File: config.mk
export PLATFORM = sky130hd
export DESIGN_NAME = clock_div_monitor
export DESIGN_NICKNAME = d
export VERILOG_FILES = /design/src/rtl/clock_div_monitor_pkg.sv /design/src/rtl/clock_div_monitor_edge_sync.sv /design/src/rtl/clock_div_monitor.sv
export SDC_FILE = /design/constraint.sdc
export NUM_CORES = 1
export LEC_CHECK = 0
export ABC_CLOCK_PERIOD_IN_PS = 3600
export BUFFER_PORTS_ARGS = -buffer_cell sky130_fd_sc_hd__buf_4
export CORE_ASPECT_RATIO = 1.1
export CORE_MARGIN = 2
export CORE_UTILIZATION = 25
export DETAILED_ROUTE_END_ITERATION = 16
export HOLD_SLACK_MARGIN = 0.08
export PLACE_DENSITY = 0.51
export SYNTH_ARGS = -nofsm -noshare
export SYNTH_HDL_FRONTEND = slang
export SYNTH_SLANG_ARGS = --single-unit
File: constraint.sdc
create_clock -name clk_i -period 3.6 [get_ports clk_i]
set_input_delay 0.18 -clock clk_i [delete_from_list [all_inputs] [get_ports clk_i]]
set_output_delay 0.18 -clock clk_i [all_outputs]
set_load 0.005 [all_outputs]
File: src/rtl/clock_div_monitor_pkg.sv
// -----------------------------------------------------------------------------
// clock_div_monitor_pkg
// Shared definitions for the divided-clock monitor.
//   state_e     : monitor FSM state encoding (also exported on the debug port)
//   MATCH_CNT_W : width of the consecutive-match counter used to qualify lock
// -----------------------------------------------------------------------------
package clock_div_monitor_pkg;

    typedef enum logic [1:0] {
        SEEK    = 2'd0,   // waiting for the first edge after reset or a stall
        MEASURE = 2'd1,   // measuring periods, counting consecutive matches
        LOCKED  = 2'd2    // ratio verified, watching for mismatch or stall
    } state_e;

    localparam int MATCH_CNT_W = 4;

endpackage

File: src/rtl/clock_div_monitor_edge_sync.sv
// -----------------------------------------------------------------------------
// clock_div_monitor_edge_sync
// Samples the observed divided clock into the clk_i domain and produces a
// registered one-cycle strobe for each rising edge.
//
// Build option: CLOCK_DIV_MONITOR_SYNC_EN
//   defined   -> two-flop synchronizer (asynchronous sources), 3-cycle latency
//   undefined -> single sampling flop (clk_i-synchronous sources), 2-cycle latency
// Latency counts from the first clk_i posedge at which i_div_clk is high to
// the cycle in which o_edge is high.
//
// Ports:
//   i_clk     in   reference clock, posedge
//   i_rst_n   in   synchronous active-low reset
//   i_div_clk in   divided clock under observation
//   o_edge    out  registered rising-edge strobe, one cycle wide
// -----------------------------------------------------------------------------
module clock_div_monitor_edge_sync
    import clock_div_monitor_pkg::*;
(
    input  logic i_clk,
    input  logic i_rst_n,
    input  logic i_div_clk,
    output logic o_edge
);

    logic w_sample;
    logic r_prev;
    logic r_edge;

`ifdef CLOCK_DIV_MONITOR_SYNC_EN
    logic r_meta;
    logic r_sync;

    always_ff @(posedge i_clk) begin
        if (!i_rst_n) begin
            r_meta <= 1'b0;
            r_sync <= 1'b0;
        end else begin
            r_meta <= i_div_clk;
            r_sync <= r_meta;
        end
    end

    assign w_sample = r_sync;
`else
    logic r_samp;

    always_ff @(posedge i_clk) begin
        if (!i_rst_n) begin
            r_samp <= 1'b0;
        end else begin
            r_samp <= i_div_clk;
        end
    end

    assign w_sample = r_samp;
`endif

    // Rising edge = current sample high, previous sample low.
    always_ff @(posedge i_clk) begin
        if (!i_rst_n) begin
            r_prev <= 1'b0;
            r_edge <= 1'b0;
        end else begin
            r_prev <= w_sample;
            r_edge <= w_sample & ~r_prev;
        end
    end

    assign o_edge = r_edge;

endmodule

File: src/rtl/clock_div_monitor.sv
// -----------------------------------------------------------------------------
// clock_div_monitor
// Watches a divided clock from the clk_i side: strobes each rising edge,
// measures the period in clk_i cycles, declares lock after LOCK_CNT
// consecutive periods within EXP_DIV +/- TOL, and raises a sticky error on
// any mismatch or when the divided clock stops toggling.
//
// Build option: CLOCK_DIV_MONITOR_SYNC_EN (see clock_div_monitor_edge_sync);
// it only changes edge latency, never the measured periods.
//
// Ports:
//   clk_i       in   reference clock, all logic on posedge
//   rst_        in   synchronous active-low reset
//   div_clk_i   in   divided clock under observation
//   edge_o      out  one-cycle strobe per rising edge (usable as clock enable)
//   period_o    out  last measured period, clk_i cycles (CNT_W bits)
//   valid_o     out  one-cycle pulse when period_o updates
//   locked_o    out  divide ratio verified
//   err_o       out  sticky mismatch/stall flag, cleared only by reset
//   o_dbg_state out  current FSM state
//
// valid_o semantics: a pure pulse with no back-pressure. It is high for
// exactly the one cycle in which period_o holds a freshly measured value;
// consumers that miss it simply see the value persist until the next edge.
// -----------------------------------------------------------------------------
module clock_div_monitor
    import clock_div_monitor_pkg::*;
#(
    parameter int CNT_W    = 8,
    parameter int EXP_DIV  = 4,
    parameter int TOL      = 0,
    parameter int LOCK_CNT = 4
) (
    input  logic             clk_i,
    input  logic             rst_,
    input  logic             div_clk_i,
    output logic             edge_o,
    output logic [CNT_W-1:0] period_o,
    output logic             valid_o,
    output logic             locked_o,
    output logic             err_o,
    output state_e           o_dbg_state
);

    localparam logic [CNT_W-1:0] CNT_MAX = '1;
    // Lower bound clamps at zero so a large TOL cannot wrap negative.
    localparam int LO_INT = (EXP_DIV > TOL) ? (EXP_DIV - TOL) : 0;
    localparam int HI_INT = EXP_DIV + TOL;
    // Bounds carried at CNT_W+1 bits so EXP_DIV+TOL does not wrap.
    localparam logic [CNT_W:0] LO_BOUND = (CNT_W+1)'(LO_INT);
    localparam logic [CNT_W:0] HI_BOUND = (CNT_W+1)'(HI_INT);
    localparam logic [MATCH_CNT_W-1:0] LOCK_TGT = MATCH_CNT_W'(LOCK_CNT);

    logic                   w_edge;
    logic [CNT_W-1:0]       w_period;
    logic [CNT_W:0]         w_period_ext;
    logic                   w_match;
    logic                   w_cnt_sat;
    logic [MATCH_CNT_W-1:0] w_mc_next;

    state_e                 r_state;
    logic [CNT_W-1:0]       r_cnt;
    logic [MATCH_CNT_W-1:0] r_mc;
    logic [CNT_W-1:0]       r_period;
    logic                   r_valid;
    logic                   r_locked;
    logic                   r_err;

    clock_div_monitor_edge_sync u_edge_sync (
        .i_clk     (clk_i),
        .i_rst_n   (rst_),
        .i_div_clk (div_clk_i),
        .o_edge    (w_edge)
    );

    // Period is cnt+1 at the edge cycle; a saturated count wraps to 0 here,
    // which then falls outside the match window.
    assign w_period     = r_cnt + CNT_W'(1);
    assign w_period_ext = {1'b0, w_period};
    assign w_match      = (w_period_ext >= LO_BOUND) && (w_period_ext <= HI_BOUND);
    assign w_cnt_sat    = (r_cnt == CNT_MAX);
    assign w_mc_next    = r_mc + MATCH_CNT_W'(1);

    always_ff @(posedge clk_i) begin
        if (!rst_) begin
            r_state  <= SEEK;
            r_cnt    <= '0;
            r_mc     <= '0;
            r_period <= '0;
            r_valid  <= 1'b0;
            r_locked <= 1'b0;
            r_err    <= 1'b0;
        end else begin
            r_valid <= 1'b0;

            // Free-running period counter, restarted by every edge.
            if (w_edge) begin
                r_cnt <= '0;
            end else if (!w_cnt_sat) begin
                r_cnt <= r_cnt + CNT_W'(1);
            end

            // An edge wins over saturation in the same cycle.
            if (w_edge) begin
                case (r_state)
                    SEEK: begin
                        // First edge only opens a measurement window.
                        r_state <= MEASURE;
                        r_mc    <= '0;
                    end
                    MEASURE: begin
                        r_period <= w_period;
                        r_valid  <= 1'b1;
                        if (w_match) begin
                            if (w_mc_next == LOCK_TGT) begin
                                r_locked <= 1'b1;
                                r_state  <= LOCKED;
                                r_mc     <= '0;
                            end else begin
                                r_mc <= w_mc_next;
                            end
                        end else begin
                            r_mc  <= '0;
                            r_err <= 1'b1;
                        end
                    end
                    LOCKED: begin
                        r_period <= w_period;
                        r_valid  <= 1'b1;
                        if (!w_match) begin
                            r_locked <= 1'b0;
                            r_err    <= 1'b1;
                            r_mc     <= '0;
                            r_state  <= MEASURE;
                        end
                    end
                    default: begin
                        r_state <= SEEK;
                    end
                endcase
            end else if (w_cnt_sat && (r_state != SEEK)) begin
                // Counter ran out with no edge: divided clock has stopped.
                // period_o keeps the last good measurement.
                r_err    <= 1'b1;
                r_locked <= 1'b0;
                r_mc     <= '0;
                r_state  <= SEEK;
            end
        end
    end

    assign edge_o      = w_edge;
    assign period_o    = r_period;
    assign valid_o     = r_valid;
    assign locked_o    = r_locked;
    assign err_o       = r_err;
    assign o_dbg_state = r_state;

endmodule
==> metrics.txt, run 1 <==
status finished clean; DRC 0; RSZ-0062 raised after global routing no; CTS resizes 0; DPL Wire Length 2070 um; layout cells sized above 1 0.161; slack of the worst reg-to-reg path 1650 ps; Critical Path RT 3810 ps; Final Hold Viols 0; met3 WL 131 um; final wirelength 2830 um; H-tree depth 1; Design Area, Final 1620 um2; DR vias/cell 4.57; DIE WIDTH 75.1 um; Critical Path Start r_cnt[0]; r2r endpoint o_dbg_state[0]; drt first pass iters 4; CTS max path bufs 2; placed cell area 1580 um2; post-synth top area cell dfxtp_1; final setup violation count 0; most common cell in the netlist dfxtp_1; setup TNS 0 ps; via count 1110; Critical Path Fanout Max 8; Die H 82.2 um; TritonCTS clock tree built; area of the core 5360 um2; footprint of the multi-input gates 778 um2; worst setup path category reg -> reg; Post-synth top cells dfxtp_1, nor2_1, nand2_1; initial antenna violation count 0; Area Growth Syn to Fin 16.5%; Placer Congestion 0.766; wl on met1 1340 um; Sink Count 28; ANT nets after route 0; DR WL/cell 11.7 um; Overflow after GRT 0; Setup Buffers After CTS 0; routed wire length on met2 1310 um; worst rel slew slack 0.619; register area 561 um2; Layout Utilization 0.302; IO Pins 17; largest net degree at the start of global routing 17; Worst Tran Pin Value 571 ps; number of global-route vias before repair 1038; # diodes 0; final slew viol count 0; FP Rows 28; worst clock skew 1.45 ps; synth unique cells 41; PwrDens 321 nW/um2; Critical Path AT 2160 ps; first-pass GRT wire length 4730 um; Startpoint Class register; period utilisation layout 0.541; area share of the largest cell type after synthesis 0.403; ranking of synthesized cells by area dfxtp_1, ha_1, a211oi_1; Critical R2R Launch r_cnt[0]; Final nets 181; Static Leak 0.638 nW; peak supply drop 0.206 mV; die area 6180 um2; syn avg cell area 8.98 um2; flops & latches, synth 28; top routing layer used met4; final total power 520 uW; Syn Std Cell Area 1390 um2; Min-Delay Path Class in -> reg; Max Clk Rate 514 MHz; post-synthesis sequential area ratio 0.403; # port buffers 16; clock-pin slew on the worst setup and hold paths 90 ps; Mapped Cells 155; critical path endpoint category register; EDFF count, synth 0; Top FF cell, synth dfxtp_1; Reg2Reg Depth 6; CTS root buf clkbuf_8; synthesized net count 166; worst-skew pair later-pin latency 270 ps; Max Cap Viol 0; fin crit period 1950 ps; DRC marker count from the first detailed-route iteration 31; Total Routing Usage GR 0.0988; end of the critical path o_dbg_state[0]; hold-fix buffers at CTS 0; Post-synth ARST share 0; Synth Warn # 0; initial core utilization 0.260; CTS buffer count 3; total of fill cells in the finished design 570
==> worst min-delay path by stage <==
stage | from | endpoint | cells past startpoint
2_1_floorplan | rst_ | err_o | 1
3_3_place_gp | u_edge_sync.r_prev | u_edge_sync.o_edge | 1
4_1_cts | div_clk_i | u_edge_sync.r_samp | 2
6_report | div_clk_i | u_edge_sync.r_samp | 2
5_1_grt | div_clk_i | u_edge_sync.r_samp | 2
3_5_place_dp | u_edge_sync.r_prev | u_edge_sync.o_edge | 1
==> cell families (layout without fill, tap and decap cells) <==
logic type | after synthesis | count (layout) | share of synthesized area
AO/OA/AOI/OAI | 35 | 35 | 0.192
XOR/XNOR | 7 | 7 | 0.0441
adder cells (fa/ha/maj) | 8 | 8 | 0.0719
buffers and inverters | 13 | 26 | 0.0378
flip-flops | 28 | 28 | 0.403
multiplexers | 2 | 2 | 0.0144
AND/OR/NAND/NOR | 62 | 62 | 0.237
==> area by class of cell <==
cell class / instances / share of cell area
Clock buffer: 3 / 0.0255
Multi-Input combinational cell: 114 / 0.480
Timing Repair Buffer: 16 / 0.0741
Tap cell: 75 / 0.0579
Inverter: 7 / 0.0162
Sequential cell: 28 / 0.346
==> critical path, stage by stage (launching register included) <==
cell and delay, ps:
dfxtp_1 500, ha_1 270, or3b_1 400, o31ai_4 120, a31oi_1 180, a21bo_2 250, mux2i_1 170
==> flip-flops by register name, summed over array words and instances, names as in the netlist <==
name / count
u_edge_sync.o_edge: 1
locked_o: 1
u_edge_sync.r_prev: 1
r_mc: 4
err_o: 1
valid_o: 1
u_edge_sync.r_samp: 1
o_dbg_state: 2
period_o: 8
r_cnt: 8
==> placed cells by master, fill, tap and decap left out, types with 2 or more instances in the layout <==
cell / n
a211o_1: 2
nor3_1: 4
dfxtp_1: 28
a21o_1: 2
xor2_1: 3
xnor2_1: 4
and3_1: 2
ha_1: 8
a211oi_1: 8
o211ai_1: 2
and3b_1: 2
nand3_1: 7
and2_1: 3
a31o_1: 2
buf_4: 16
nor2_1: 16
inv_1: 6
clkbuf_8: 3
nand2_1: 13
a21oi_1: 8
nand2b_1: 3
a31oi_1: 4
a21boi_2: 2
or3_1: 2
mux2i_1: 2
==> report_power, final <==
| part | leakage [nW] | internal, mW | switching (mW) |
|---|---|---|---|
| logic | 0.390 | 0.0126 | 0.0181 |
| clock network | 0.0216 | 0.0752 | 0.0929 |
| registers | 0.227 | 0.314 | 0.00706 |
| total | 0.638 | 0.402 | 0.118 |
==> layer usage <==
metal,track usage,vias up
li1,-,570
met1,0.127,518
met2,0.161,17
met3,0.0182,5
met4,0.0439,0
met5,0,-
==> stage by stage <==
step,hold slack [ps],setup WS [ps],std cells
2_1_floorplan,298,1830,155
3_3_place_gp,371,1730,240
3_5_place_dp,379,1650,240
4_1_cts,99.1,1640,243
5_1_grt,102,1510,243
6_report,106,1650,243
(Power assumes the default switching activity.)
==> run 2: changes to the inputs <==
--- a/config.mk
+++ b/config.mk
@@ -5,7 +5,7 @@
 export SDC_FILE = /design/constraint.sdc
 export NUM_CORES = 1
 export LEC_CHECK = 0
-export ABC_CLOCK_PERIOD_IN_PS = 3600
+export ABC_CLOCK_PERIOD_IN_PS = 1900
 export BUFFER_PORTS_ARGS = -buffer_cell sky130_fd_sc_hd__buf_4
 export CORE_ASPECT_RATIO = 1.1
 export CORE_MARGIN = 2
==> constraint.sdc (replaced) <==
create_clock -name clk_i -period 1.9 [get_ports clk_i]
set_input_delay 0.095 -clock clk_i [delete_from_list [all_inputs] [get_ports clk_i]]
set_output_delay 0.095 -clock clk_i [all_outputs]
set_load 0.005 [all_outputs]
==> run 2 against run 1 <==
Effect of this change:
- clock power rose by 120%
- critical path depth unchanged
- clock skew is 4.9 ps higher
- global-route usage up 0.51 points
- maximum frequency grew 8.9%
- first-iteration DRC count grew 68%
- cell count up 3.3%
- via count up 1.6%
- wire length increased by 4.7%
- sequential share of layout area is 1.6 points lower
- clock-buffer cell count increased by 1
- sequential power increased by 88%
- critical path type unchanged
- largest cell class unchanged
==> metrics.txt, run 2 (same netlist as run 1, synthesis figures left out) <==
worst clock skew 6.35 ps (was 1.45 ps); Post-Place Cells 246 (was 240); Max Clk Rate 559 MHz (was 514 MHz); DPL Wire Length 2160 um (was 2070 um); Total Routing Usage GR 0.104 (was 0.0988); DRC 0 (unchanged); worst-skew pair later-pin latency 280 ps (was 270 ps); clock-pin slew on the worst setup and hold paths 100 ps (was 90 ps); commonest non-fill, non-tap cell in the layout dfxtp_1 (unchanged); Static Leak 0.683 nW (was 0.638 nW); RSZ-0062 raised after global routing yes (was no); die area 6180 um2 (unchanged); initial antenna violation count 0 (unchanged); Critical Path AT 2010 ps (was 2160 ps); final total power 1.05 mW (was 520 uW); layout cells sized above 1 0.216 (was 0.161); Final nets 188 (was 181); DRC marker count from the first detailed-route iteration 52 (was 31); critical path endpoint category register (unchanged); setup TNS 0 ps (unchanged); TritonCTS clock tree built (unchanged); CTS buffer count 3 (unchanged); final wirelength 2970 um (was 2830 um); Die H 82.2 um (unchanged); Max Cap Viol 0 (unchanged); number of global-route vias before repair 1110 (was 1038); area of the core 5360 um2 (unchanged); CTS max path bufs 2 (unchanged); Startpoint Class register (unchanged); final slew viol count 0 (unchanged); most frequent cells in the layout dfxtp_1, buf_4, nor2_1, nand2_1 (was dfxtp_1, nor2_1, buf_4, nand2_1); Placer Congestion 0.779 (was 0.766); Final Hold Viols 0 (unchanged); Sink Count 28 (unchanged); DR WL/cell 11.8 um (was 11.7 um); Critical Path RT 2130 ps (was 3810 ps); ANT nets after route 0 (unchanged); Worst Tran Pin Value 427 ps (was 571 ps); worst hold slack 82.9 ps (was 106 ps); CTS root buf clkbuf_8 (unchanged); final setup violation count 0 (unchanged); Area Growth Syn to Fin 22.5% (was 16.5%); Min-Delay Path Class in -> reg (unchanged); largest net degree at the start of global routing 17 (unchanged); Setup Buffers After CTS 0 (unchanged); period utilisation layout 0.941 (was 0.541); DIE WIDTH 75.1 um (unchanged); post-layout instance count excluding filler cells 251 (was 243); first-pass GRT wire length 5040 um (was 4730 um); IO Pins 17 (unchanged); drt first pass iters 4 (unchanged); FP Rows 28 (unchanged); DR vias/cell 4.49 (was 4.57); PwrDens 616 nW/um2 (was 321 nW/um2); Layout Utilization 0.318 (was 0.302); H-tree depth 1 (unchanged); status finished clean (unchanged); worst rel slew slack 0.713 (was 0.619); via count 1128 (was 1110); # port buffers 16 (unchanged); worst setup path category reg -> reg (unchanged); initial core utilization 0.260 (unchanged); Overflow after GRT 0 (unchanged); fin crit period 1790 ps (was 1950 ps); Critical Path Fanout Max 4 (was 8); peak supply drop 0.272 mV (was 0.206 mV); # diodes 0 (unchanged)
-- run 2: cell count changes in the layout (fill, tap and decap cells not counted), sizes merged --
cell and change:
buf +6, clkbuf +1, dlygate4sd3 +1
-- run 2: power breakdown --
part	switching [mW]	internal [mW]	total, mW
registers	0.00783	0.595	0.603
clock network	0.189	0.186	0.375
logic	0.0423	0.0304	0.0727
-- run 2: per-layer routing --
metal | global-route usage | wire, um | up-vias
li1 | - | - | 584
met1 | 0.132 | 1470 | 523
met2 | 0.180 | 1390 | 16
met3 | 0.0158 | 76 | 5
met4 | 0.0316 | 38 | 0
met5 | 0 | 0 | -
-- run 2: critical path, cell delays in order, from the launching register on --
cell     delay [ps]
dfxtp_1         390
inv_1           100
ha_1            300
nand2_1         110
or3_1           360
nor4_1          290
a31o_1          190
-- run 2: worst paths after layout --
path / from / to / slack [ps] / depth (start not counted)
setup / recovery: o_dbg_state[1] / locked_o / 110 / 6
hold reg to reg: u_edge_sync.r_prev / u_edge_sync.o_edge / 390 / 1
hold / removal: rst_ / err_o / 80 / 2
setup reg to reg: o_dbg_state[1] / locked_o / 110 / 6
-- run 2: what timing repair did --
action,4_1_cts,5_1_grt
hold endpoints to repair,1,0
setup endpoints to repair,0,8
resized for setup,0,4
hold buffers,1,0
-- run 2: per-stage QoR --
stage          setup slack, ps  area [um2]
2_1_floorplan              132        1390
3_3_place_gp               122        1620
3_5_place_dp               125        1620
4_1_cts                   91.7        1690
5_1_grt                  0.412        1700
6_report                   112        1700
-- run 2: cell type report --
cell class | instances | area, um2
Sequential cell | 28 | 562
Inverter | 7 | 26.3
Clock buffer | 4 | 55.1
Fill cell | 567 | 3660
Timing Repair Buffer | 23 | 175
Tap cell | 75 | 93.8
Multi-Input combinational cell | 114 | 792
